$ cat config.mk
export PLATFORM = sky130hd
export DESIGN_NAME = spi_reg_bank_flat
export DESIGN_NICKNAME = d
export VERILOG_FILES = /design/src/rtl/spi_reg_bank_pkg.sv /design/src/rtl/spi_reg_bank_if.sv /design/src/rtl/spi_reg_bank_sync_edge.sv /design/src/rtl/spi_reg_bank.sv /design/src/flat_wrapper.sv
export SDC_FILE = /design/constraint.sdc
export NUM_CORES = 1
export LEC_CHECK = 0
export ABC_AREA = 0
export CAP_MARGIN = 20
export CELL_PAD_IN_SITES_DETAIL_PLACEMENT = 1
export CELL_PAD_IN_SITES_GLOBAL_PLACEMENT = 1
export CORE_MARGIN = 2
export CORE_UTILIZATION = 39
export CTS_CLUSTER_SIZE = 40
export DETAILED_ROUTE_END_ITERATION = 8
export PLACE_DENSITY_LB_ADDON = 0.1
export SLEW_MARGIN = 20
export SYNTH_ARGS = -nofsm -noshare
export SYNTH_HDL_FRONTEND = slang
export SYNTH_SLANG_ARGS = --single-unit
$ cat constraint.sdc
create_clock -name clk -period 2.4 [get_ports clk]
set_clock_uncertainty 0.05 [all_clocks]
set_input_delay 0.24 -clock clk [delete_from_list [all_inputs] [get_ports clk]]
set_output_delay 0.24 -clock clk [all_outputs]
set_load 0.02 [all_outputs]
$ cat src/rtl/spi_reg_bank_pkg.sv
`default_nettype none
// ============================================================================
// Module : spi_reg_pkg
// Brief  : Frame layout, register map and helpers for the SPI register bank.
// Rev    : 1.0
// ============================================================================
package spi_reg_pkg;

    localparam int FRAME_BITS   = 16;
    localparam int ADDR_BITS    = 7;
    localparam int DATA_BITS    = 8;
    localparam int RW_BIT       = 15;
    localparam int NUM_REGS     = 9;
    localparam int REG_IDX_BITS = $clog2(NUM_REGS);
    localparam int CNT_BITS     = 5;

    localparam int ADDR_EN_OUT       = 'h00;
    localparam int ADDR_EN_PWM_OUT   = 'h01;
    localparam int ADDR_CH_3_0       = 'h02;
    localparam int ADDR_CH_7_4       = 'h03;
    localparam int ADDR_G0_CH0_DUTY  = 'h04;
    localparam int ADDR_G0_CH1_DUTY  = 'h05;
    localparam int ADDR_G1_CH0_DUTY  = 'h06;
    localparam int ADDR_G1_CH1_DUTY  = 'h07;
    localparam int ADDR_FREQ_DIV     = 'h08;

    // Bit-count milestones: command byte complete, first tx shift, full frame
    localparam logic [CNT_BITS-1:0] CNT_CMD_LAST = CNT_BITS'(FRAME_BITS - DATA_BITS - 1);
    localparam logic [CNT_BITS-1:0] CNT_TX_SHIFT = CNT_BITS'(FRAME_BITS - DATA_BITS + 1);
    localparam logic [CNT_BITS-1:0] CNT_FULL     = CNT_BITS'(FRAME_BITS);

    typedef struct packed {
        logic                 rw;
        logic [ADDR_BITS-1:0] addr;
        logic [DATA_BITS-1:0] data;
    } frame_t;

    function automatic logic addr_implemented(input logic [ADDR_BITS-1:0] addr,
                                              input int                   max_addr);
        return (int'(addr) <= max_addr) && (int'(addr) < NUM_REGS);
    endfunction

endpackage
`default_nettype wire

$ cat src/rtl/spi_reg_bank_if.sv
`default_nettype none
// ============================================================================
// Module : spi_reg_bank_if
// Brief  : SPI pin bundle between an external controller and the target.
// Rev    : 1.0
// ============================================================================
interface spi_reg_bank_if;
    logic sclk;
    logic copi;
    logic ncs;
    logic cipo;
    logic cipo_oe;

    modport master (output sclk, output copi, output ncs, input cipo, input cipo_oe);
    modport slave  (input sclk, input copi, input ncs, output cipo, output cipo_oe);
endinterface
`default_nettype wire

$ cat src/rtl/spi_reg_bank_sync_edge.sv
`default_nettype none
// ============================================================================
// Module : spi_sync_edge
// Brief  : Multi-flop synchronizer plus one edge register giving rise/fall pulses.
// Rev    : 1.0
// ============================================================================
module spi_sync_edge #(
    parameter int   SYNC_STAGES = 2,
    parameter logic RESET_VAL   = 1'b0
) (
    input  logic clk,
    input  logic rst_n,
    input  logic i_async,
    output logic o_level,
    output logic o_rise,
    output logic o_fall
);

    logic [SYNC_STAGES-1:0] sync_q, sync_d;
    logic                   edge_q, edge_d;

    always_comb begin
        sync_d = {sync_q[SYNC_STAGES-2:0], i_async};
        edge_d = sync_q[SYNC_STAGES-1];
    end

    always_ff @(posedge clk or negedge rst_n) begin
        if (!rst_n) begin
            sync_q <= {SYNC_STAGES{RESET_VAL}};
            edge_q <= RESET_VAL;
        end else begin
            sync_q <= sync_d;
            edge_q <= edge_d;
        end
    end

    assign o_level = sync_q[SYNC_STAGES-1];
    assign o_rise  = o_level & ~edge_q;
    assign o_fall  = ~o_level & edge_q;

endmodule
`default_nettype wire

$ cat src/rtl/spi_reg_bank.sv
`default_nettype none
// ============================================================================
// Module : spi_reg_bank
// Brief  : SPI mode-0 target holding the nine PWM configuration registers.
// Rev    : 1.0
// ============================================================================
module spi_reg_bank
    import spi_reg_pkg::*;
#(
    parameter int SYNC_STAGES = 2,
    parameter int MAX_ADDR    = 8
) (
    input  logic                 clk,
    input  logic                 rst_n,
    spi_reg_bank_if.slave        spi,
    output logic [DATA_BITS-1:0] reg_en_out,
    output logic [DATA_BITS-1:0] reg_en_pwm_out,
    output logic [DATA_BITS-1:0] reg_out_3_0_pwm_gen_channel,
    output logic [DATA_BITS-1:0] reg_out_7_4_pwm_gen_channel,
    output logic [DATA_BITS-1:0] reg_pwm_gen_0_ch_0_duty_cycle,
    output logic [DATA_BITS-1:0] reg_pwm_gen_0_ch_1_duty_cycle,
    output logic [DATA_BITS-1:0] reg_pwm_gen_1_ch_0_duty_cycle,
    output logic [DATA_BITS-1:0] reg_pwm_gen_1_ch_1_duty_cycle,
    output logic [DATA_BITS-1:0] reg_pwm_gen_1_0_frequency_divider
);

    logic w_sclk_level, w_sclk_rise, w_sclk_fall;
    logic w_copi_level, w_copi_rise_unused, w_copi_fall_unused;
    logic w_ncs_level, w_ncs_rise, w_ncs_fall;

    spi_sync_edge #(.SYNC_STAGES(SYNC_STAGES), .RESET_VAL(1'b0)) u_sync_sclk (
        .clk(clk), .rst_n(rst_n), .i_async(spi.sclk),
        .o_level(w_sclk_level), .o_rise(w_sclk_rise), .o_fall(w_sclk_fall)
    );
    spi_sync_edge #(.SYNC_STAGES(SYNC_STAGES), .RESET_VAL(1'b0)) u_sync_copi (
        .clk(clk), .rst_n(rst_n), .i_async(spi.copi),
        .o_level(w_copi_level), .o_rise(w_copi_rise_unused), .o_fall(w_copi_fall_unused)
    );
    spi_sync_edge #(.SYNC_STAGES(SYNC_STAGES), .RESET_VAL(1'b1)) u_sync_ncs (
        .clk(clk), .rst_n(rst_n), .i_async(spi.ncs),
        .o_level(w_ncs_level), .o_rise(w_ncs_rise), .o_fall(w_ncs_fall)
    );

    logic [CNT_BITS-1:0]   bit_cnt_q, bit_cnt_d;
    logic [FRAME_BITS-1:0] shift_q, shift_d;
    logic                  err_q, err_d;
    logic [DATA_BITS-1:0]  tx_q, tx_d;
    logic                  oe_q, oe_d;
    logic [DATA_BITS-1:0]  regs_q [NUM_REGS];
    logic [DATA_BITS-1:0]  regs_d [NUM_REGS];

    frame_t                w_frame;
    logic [FRAME_BITS-1:0] w_shift_in;
    logic [ADDR_BITS-1:0]  w_rd_addr;
    logic [DATA_BITS-1:0]  w_rd_data;
    logic                  w_commit;

    assign w_frame    = frame_t'(shift_q);
    assign w_shift_in = {shift_q[FRAME_BITS-2:0], w_copi_level};
    assign w_rd_addr  = w_shift_in[ADDR_BITS-1:0];
    assign w_rd_data  = addr_implemented(w_rd_addr, MAX_ADDR)
                      ? regs_q[w_rd_addr[REG_IDX_BITS-1:0]] : '0;
    assign w_commit   = w_frame.rw && (bit_cnt_q == CNT_FULL) && !err_q
                      && addr_implemented(w_frame.addr, MAX_ADDR);

    always_comb begin
        bit_cnt_d = bit_cnt_q;
        shift_d   = shift_q;
        err_d     = err_q;
        tx_d      = tx_q;
        oe_d      = oe_q;
        regs_d    = regs_q;
        if (w_ncs_fall) begin
            bit_cnt_d = '0;
            shift_d   = '0;
            err_d     = 1'b0;
            tx_d      = '0;
            oe_d      = 1'b0;
        end else if (w_ncs_level) begin
            // Deselected: drop the pad and clear tx so cipo reads 0 while idle
            tx_d = '0;
            oe_d = 1'b0;
            if (w_ncs_rise && w_commit) begin
                regs_d[w_frame.addr[REG_IDX_BITS-1:0]] = w_frame.data;
            end
        end else if (w_sclk_rise) begin
            shift_d = w_shift_in;
            if (bit_cnt_q == CNT_FULL) begin
                err_d = 1'b1;
            end else begin
                bit_cnt_d = bit_cnt_q + 1'b1;
            end
            if (bit_cnt_q == CNT_CMD_LAST && !w_shift_in[RW_BIT-DATA_BITS]) begin
                tx_d = w_rd_data;
                oe_d = 1'b1;
            end
        end else if (w_sclk_fall && bit_cnt_q >= CNT_TX_SHIFT) begin
            // The falling edge right after the command byte keeps bit7 in place
            tx_d = {tx_q[DATA_BITS-2:0], 1'b0};
        end
    end

    always_ff @(posedge clk or negedge rst_n) begin
        if (!rst_n) begin
            bit_cnt_q <= '0;
            shift_q   <= '0;
            err_q     <= 1'b0;
            tx_q      <= '0;
            oe_q      <= 1'b0;
            regs_q    <= '{default: '0};
        end else begin
            bit_cnt_q <= bit_cnt_d;
            shift_q   <= shift_d;
            err_q     <= err_d;
            tx_q      <= tx_d;
            oe_q      <= oe_d;
            regs_q    <= regs_d;
        end
    end

    assign spi.cipo    = tx_q[DATA_BITS-1];
    assign spi.cipo_oe = oe_q;

    assign reg_en_out                        = regs_q[ADDR_EN_OUT];
    assign reg_en_pwm_out                    = regs_q[ADDR_EN_PWM_OUT];
    assign reg_out_3_0_pwm_gen_channel       = regs_q[ADDR_CH_3_0];
    assign reg_out_7_4_pwm_gen_channel       = regs_q[ADDR_CH_7_4];
    assign reg_pwm_gen_0_ch_0_duty_cycle     = regs_q[ADDR_G0_CH0_DUTY];
    assign reg_pwm_gen_0_ch_1_duty_cycle     = regs_q[ADDR_G0_CH1_DUTY];
    assign reg_pwm_gen_1_ch_0_duty_cycle     = regs_q[ADDR_G1_CH0_DUTY];
    assign reg_pwm_gen_1_ch_1_duty_cycle     = regs_q[ADDR_G1_CH1_DUTY];
    assign reg_pwm_gen_1_0_frequency_divider = regs_q[ADDR_FREQ_DIV];

endmodule
`default_nettype wire

$ cat src/flat_wrapper.sv
// flat-port wrapper written by rule: the top's interface ports become plain ports
module spi_reg_bank_flat import spi_reg_pkg::*;
#(
    parameter int SYNC_STAGES = 2,
    parameter int MAX_ADDR    = 8
)
  (clk, rst_n, reg_en_out, reg_en_pwm_out, reg_out_3_0_pwm_gen_channel, reg_out_7_4_pwm_gen_channel, reg_pwm_gen_0_ch_0_duty_cycle, reg_pwm_gen_0_ch_1_duty_cycle, reg_pwm_gen_1_ch_0_duty_cycle, reg_pwm_gen_1_ch_1_duty_cycle, reg_pwm_gen_1_0_frequency_divider, spi_sclk, spi_copi, spi_ncs, spi_cipo, spi_cipo_oe);
  spi_reg_bank_if spi_i ();
  input  logic clk;
  input  logic rst_n;
  output logic [DATA_BITS-1:0] reg_en_out;
  output logic [DATA_BITS-1:0] reg_en_pwm_out;
  output logic [DATA_BITS-1:0] reg_out_3_0_pwm_gen_channel;
  output logic [DATA_BITS-1:0] reg_out_7_4_pwm_gen_channel;
  output logic [DATA_BITS-1:0] reg_pwm_gen_0_ch_0_duty_cycle;
  output logic [DATA_BITS-1:0] reg_pwm_gen_0_ch_1_duty_cycle;
  output logic [DATA_BITS-1:0] reg_pwm_gen_1_ch_0_duty_cycle;
  output logic [DATA_BITS-1:0] reg_pwm_gen_1_ch_1_duty_cycle;
  output logic [DATA_BITS-1:0] reg_pwm_gen_1_0_frequency_divider;
  input wire logic [$bits(spi_i.sclk)-1:0] spi_sclk;
  input wire logic [$bits(spi_i.copi)-1:0] spi_copi;
  input wire logic [$bits(spi_i.ncs)-1:0] spi_ncs;
  output wire logic [$bits(spi_i.cipo)-1:0] spi_cipo;
  output wire logic [$bits(spi_i.cipo_oe)-1:0] spi_cipo_oe;
  assign spi_i.sclk = spi_sclk;
  assign spi_i.copi = spi_copi;
  assign spi_i.ncs = spi_ncs;
  assign spi_cipo = spi_i.cipo;
  assign spi_cipo_oe = spi_i.cipo_oe;
  spi_reg_bank #(.SYNC_STAGES(SYNC_STAGES), .MAX_ADDR(MAX_ADDR)) u_core (.clk(clk), .rst_n(rst_n), .spi(spi_i), .reg_en_out(reg_en_out), .reg_en_pwm_out(reg_en_pwm_out), .reg_out_3_0_pwm_gen_channel(reg_out_3_0_pwm_gen_channel), .reg_out_7_4_pwm_gen_channel(reg_out_7_4_pwm_gen_channel), .reg_pwm_gen_0_ch_0_duty_cycle(reg_pwm_gen_0_ch_0_duty_cycle), .reg_pwm_gen_0_ch_1_duty_cycle(reg_pwm_gen_0_ch_1_duty_cycle), .reg_pwm_gen_1_ch_0_duty_cycle(reg_pwm_gen_1_ch_0_duty_cycle), .reg_pwm_gen_1_ch_1_duty_cycle(reg_pwm_gen_1_ch_1_duty_cycle), .reg_pwm_gen_1_0_frequency_divider(reg_pwm_gen_1_0_frequency_divider));
endmodule
==> out/results.txt <==
top layer in use -> met4
CP max FO -> 7
nets@finish -> 486
Critical Path AT -> 2510 ps
Routed WL -> 14230 um
mapped cell area -> 0.005061 sq mm
RSZ-0062 raised after global routing -> false
type of the most critical hold path -> input port to flip-flop
CP peak stage delay -> 420 ps
critical path's top delay family -> simple AND/OR/NAND/NOR gates
Reg2Reg Depth -> 8
clock root buffer -> clkbuf_16
M1 WL -> 6725 um
area grow syn2layout -> 31.08%
Pleak -> 0.002921 uW
Stages on worst setup path -> 8
Tot GR Track Use -> 0.2171
Setup WS pre-CTS -> 1.571 ps
Die Height -> 117.9 um
first-pass GRT wire length -> 23150 um
register area -> 0.002781 sq mm
Post-synth EDFFs -> 0
die footprint -> 0.01390 sq mm
Slew Viols, Final -> 0
vias in the first global route -> 3860
Final WS setup -> 87.83 ps
FFs w/ async S/R, synth -> 1.000
total number of vias -> 3602
Routed Antenna Nets -> 0
Multi-input gate area -> 0.002142 sq mm
H-tree Lvls -> 3
post-synthesis cell count -> 381
top cells by area, synth -> dfrtp_1, mux2_2, mux4_2
Synth warnings -> 0
layout cells sized above 1 -> 0.3271
Initial DRT Pass Iterations -> 4
DR iter-0 viols -> 159
CP endpoint kind -> flip-flop
RePlAce Congestion -> 0.8033
Worst Hold Slack -> 231.2 ps
Synth Flop Type -> dfrtp_1
leading area contributor after synthesis -> dfrtp_1
Cell Chain, Critical Path -> inv_2 > ha_1 > and4bb_2 > nand3_2 > or3b_4 > nor3_4 > buf_12 > mux2_2
Port Buf Inserts -> 78
Startpoint Class -> flip-flop
Final HPWL DP -> 9856 um
gr ovfl total -> 0
R2R Path End -> u_core.reg_en_pwm_out[1]
most frequent cells in the layout -> dfrtp_1, clkdlybuf4s50_1, mux2_2
Fillers -> 1298
commonest non-fill, non-tap cell in the layout -> dfrtp_1
syn_nets -> 389
TritonCTS clock tree -> yes
origin of the critical flop-to-flop path -> u_core.bit_cnt_q[1]
Worst-Skew Late Latency -> 360 ps
row cnt -> 41
Reg clk slew, reported paths -> 80 ps
Final Hold Vio Count -> 0
# IOs -> 79
Pwr Density -> 554.2 mW/mm^2
crit path from -> u_core.bit_cnt_q[1]
Max clock buf depth -> 2
Antenna diodes -> 0
core footprint -> 0.01262 sq mm
# Max-Cap Violations -> 0
drt drc -> 0
Netlist cell types -> 44
met3 routed WL -> 581 um
clk sinks -> 111
status -> finished clean
minimum clock period -> 2312 ps
measured slew at the worst slew-check pin -> 1027 ps
f_max -> 432.5 MHz
Routed wire per std cell -> 21.72 um
top cell type's share of synthesized area -> 0.5340
sequential share of the synthesized area -> 0.5496
final period utilization -> 0.9634
crit path max-delay cell type -> or3b_4
final setup TNS -> 0 ps
Worst Hold Launch -> spi_ncs
WP buf/inv -> 2
Die W -> 117.9 um
FF-to-FF setup slack -> 90 ps
Vias/cell -> 5.499
synthesized area per cell -> 13.28 sq um
Initial Util -> 0.4011
Req. time, crit path -> 2600 ps
met2 wire length -> 6798 um
largest net degree at the start of global routing -> 112
antenna violations before repair -> 0
max_slew headroom -> 0.3127
synthesized flop and latch total -> 111
worst hold stages -> 1
peak supply drop -> 0.0003676 V
Hold Path End -> u_core.u_sync_ncs.sync_q[0]
CTS Buf Count -> 9
CP Class -> flip-flop to flip-flop
setup violators final -> 0
[per-stage QoR]
step | power (uW) | util | instance area, sq um | cells
after CTS | 3733 | 0.5245 | 6619 | 654
after global placement | 2117 | 0.4971 | 6274 | 635
final | 3676 | 0.5257 | 6634 | 655
after detailed placement | 2122 | 0.4974 | 6277 | 635
after floorplan | 2021 | - | 5061 | 381
after global routing | 3817 | 0.5257 | 6634 | 655
[sequential cells by signal, indices dropped and copies added (netlist names)]
name and cells:
u_core.shift_q 16, u_core.reg_en_out 8, u_core.reg_en_pwm_out 8, u_core.reg_out_3_0_pwm_gen_channel 8
u_core.reg_out_7_4_pwm_gen_channel 8, u_core.reg_pwm_gen_0_ch_0_duty_cycle 8, u_core.reg_pwm_gen_0_ch_1_duty_cycle 8, u_core.reg_pwm_gen_1_0_frequency_divider 8
u_core.reg_pwm_gen_1_ch_0_duty_cycle 8, u_core.reg_pwm_gen_1_ch_1_duty_cycle 8, u_core.tx_q 8, u_core.bit_cnt_q 5
u_core.u_sync_copi.sync_q 2, u_core.u_sync_ncs.sync_q 2, u_core.u_sync_sclk.sync_q 2, u_core.err_q 1
u_core.spi.cipo_oe 1, u_core.u_sync_ncs.edge_q 1, u_core.u_sync_sclk.edge_q 1
[cell type report]
cell class,count,area share
Clock buffer,9,0.03395
Clock inverter,7,0.01301
Inverter,10,0.005658
Multi-Input combinational cell,231,0.3229
Sequential cell,111,0.4193
Tap cell,172,0.03244
Timing Repair Buffer,115,0.1728
[synth_stat cells (7+ instances only)]
| cell type | number |
|---|---|
| a21oi_1 | 9 |
| o2111ai_1 | 7 |
| o211ai_1 | 7 |
| mux2i_1 | 14 |
| clkbuf_1 | 22 |
| nand4_1 | 10 |
| dfrtp_1 | 108 |
| mux2_2 | 74 |
| a22o_1 | 16 |
| mux4_2 | 9 |
| nand2_1 | 21 |
| inv_1 | 10 |
[power by group]
part / total [uW] / leakage (uW) / switching (uW) / internal, uW
sequential: 1900 / 0.00153 / 16.3 / 1890
combinational: 184 / 0.00124 / 122 / 62.3
clock: 1590 / 0.000156 / 752 / 839
total: 3680 / 0.00292 / 890 / 2790
[how the worst max path moves through the flow]
| stage | endpoint |
|---|---|
| 2_1_floorplan | u_core.reg_pwm_gen_1_0_frequency_divider[0] |
| 3_3_place_gp | u_core.reg_pwm_gen_1_0_frequency_divider[3] |
| 3_5_place_dp | u_core.reg_pwm_gen_1_0_frequency_divider[0] |
| 4_1_cts | u_core.reg_pwm_gen_0_ch_1_duty_cycle[5] |
| 5_1_grt | u_core.reg_en_pwm_out[1] |
| 6_report | u_core.reg_en_pwm_out[1] |
[cell families (layout without fill, tap and decap cells)]
kind of cell	count (synthesis)	count (layout)	share of synthesized area
AOI/OAI and AO/OA	60	60	0.08875
adders and majority gates	3	3	0.007417
buffers and inverters	39	141	0.03041
DFF	111	111	0.5496
muxes	97	97	0.2324
and+or+nand+nor	71	71	0.09147
[metal layers]
metal | vias up | track usage
li1 | 1610 | -
met1 | 1902 | 0.2999
met2 | 76 | 0.3488
met3 | 14 | 0.05669
met4 | 0 | 0.03991
met5 | - | 0
[repair_timing]
item / in CTS / in global routing
setup buffers: 2 / 1
gates resized for setup: 1 / 3
endpoints found under the hold margin: 108 / 0
setup endpoints to repair: 21 / 32
hold buffers: 1 / 0
pin swaps: 1 / 2
Note: power is estimated with default switching activity, not from simulation.
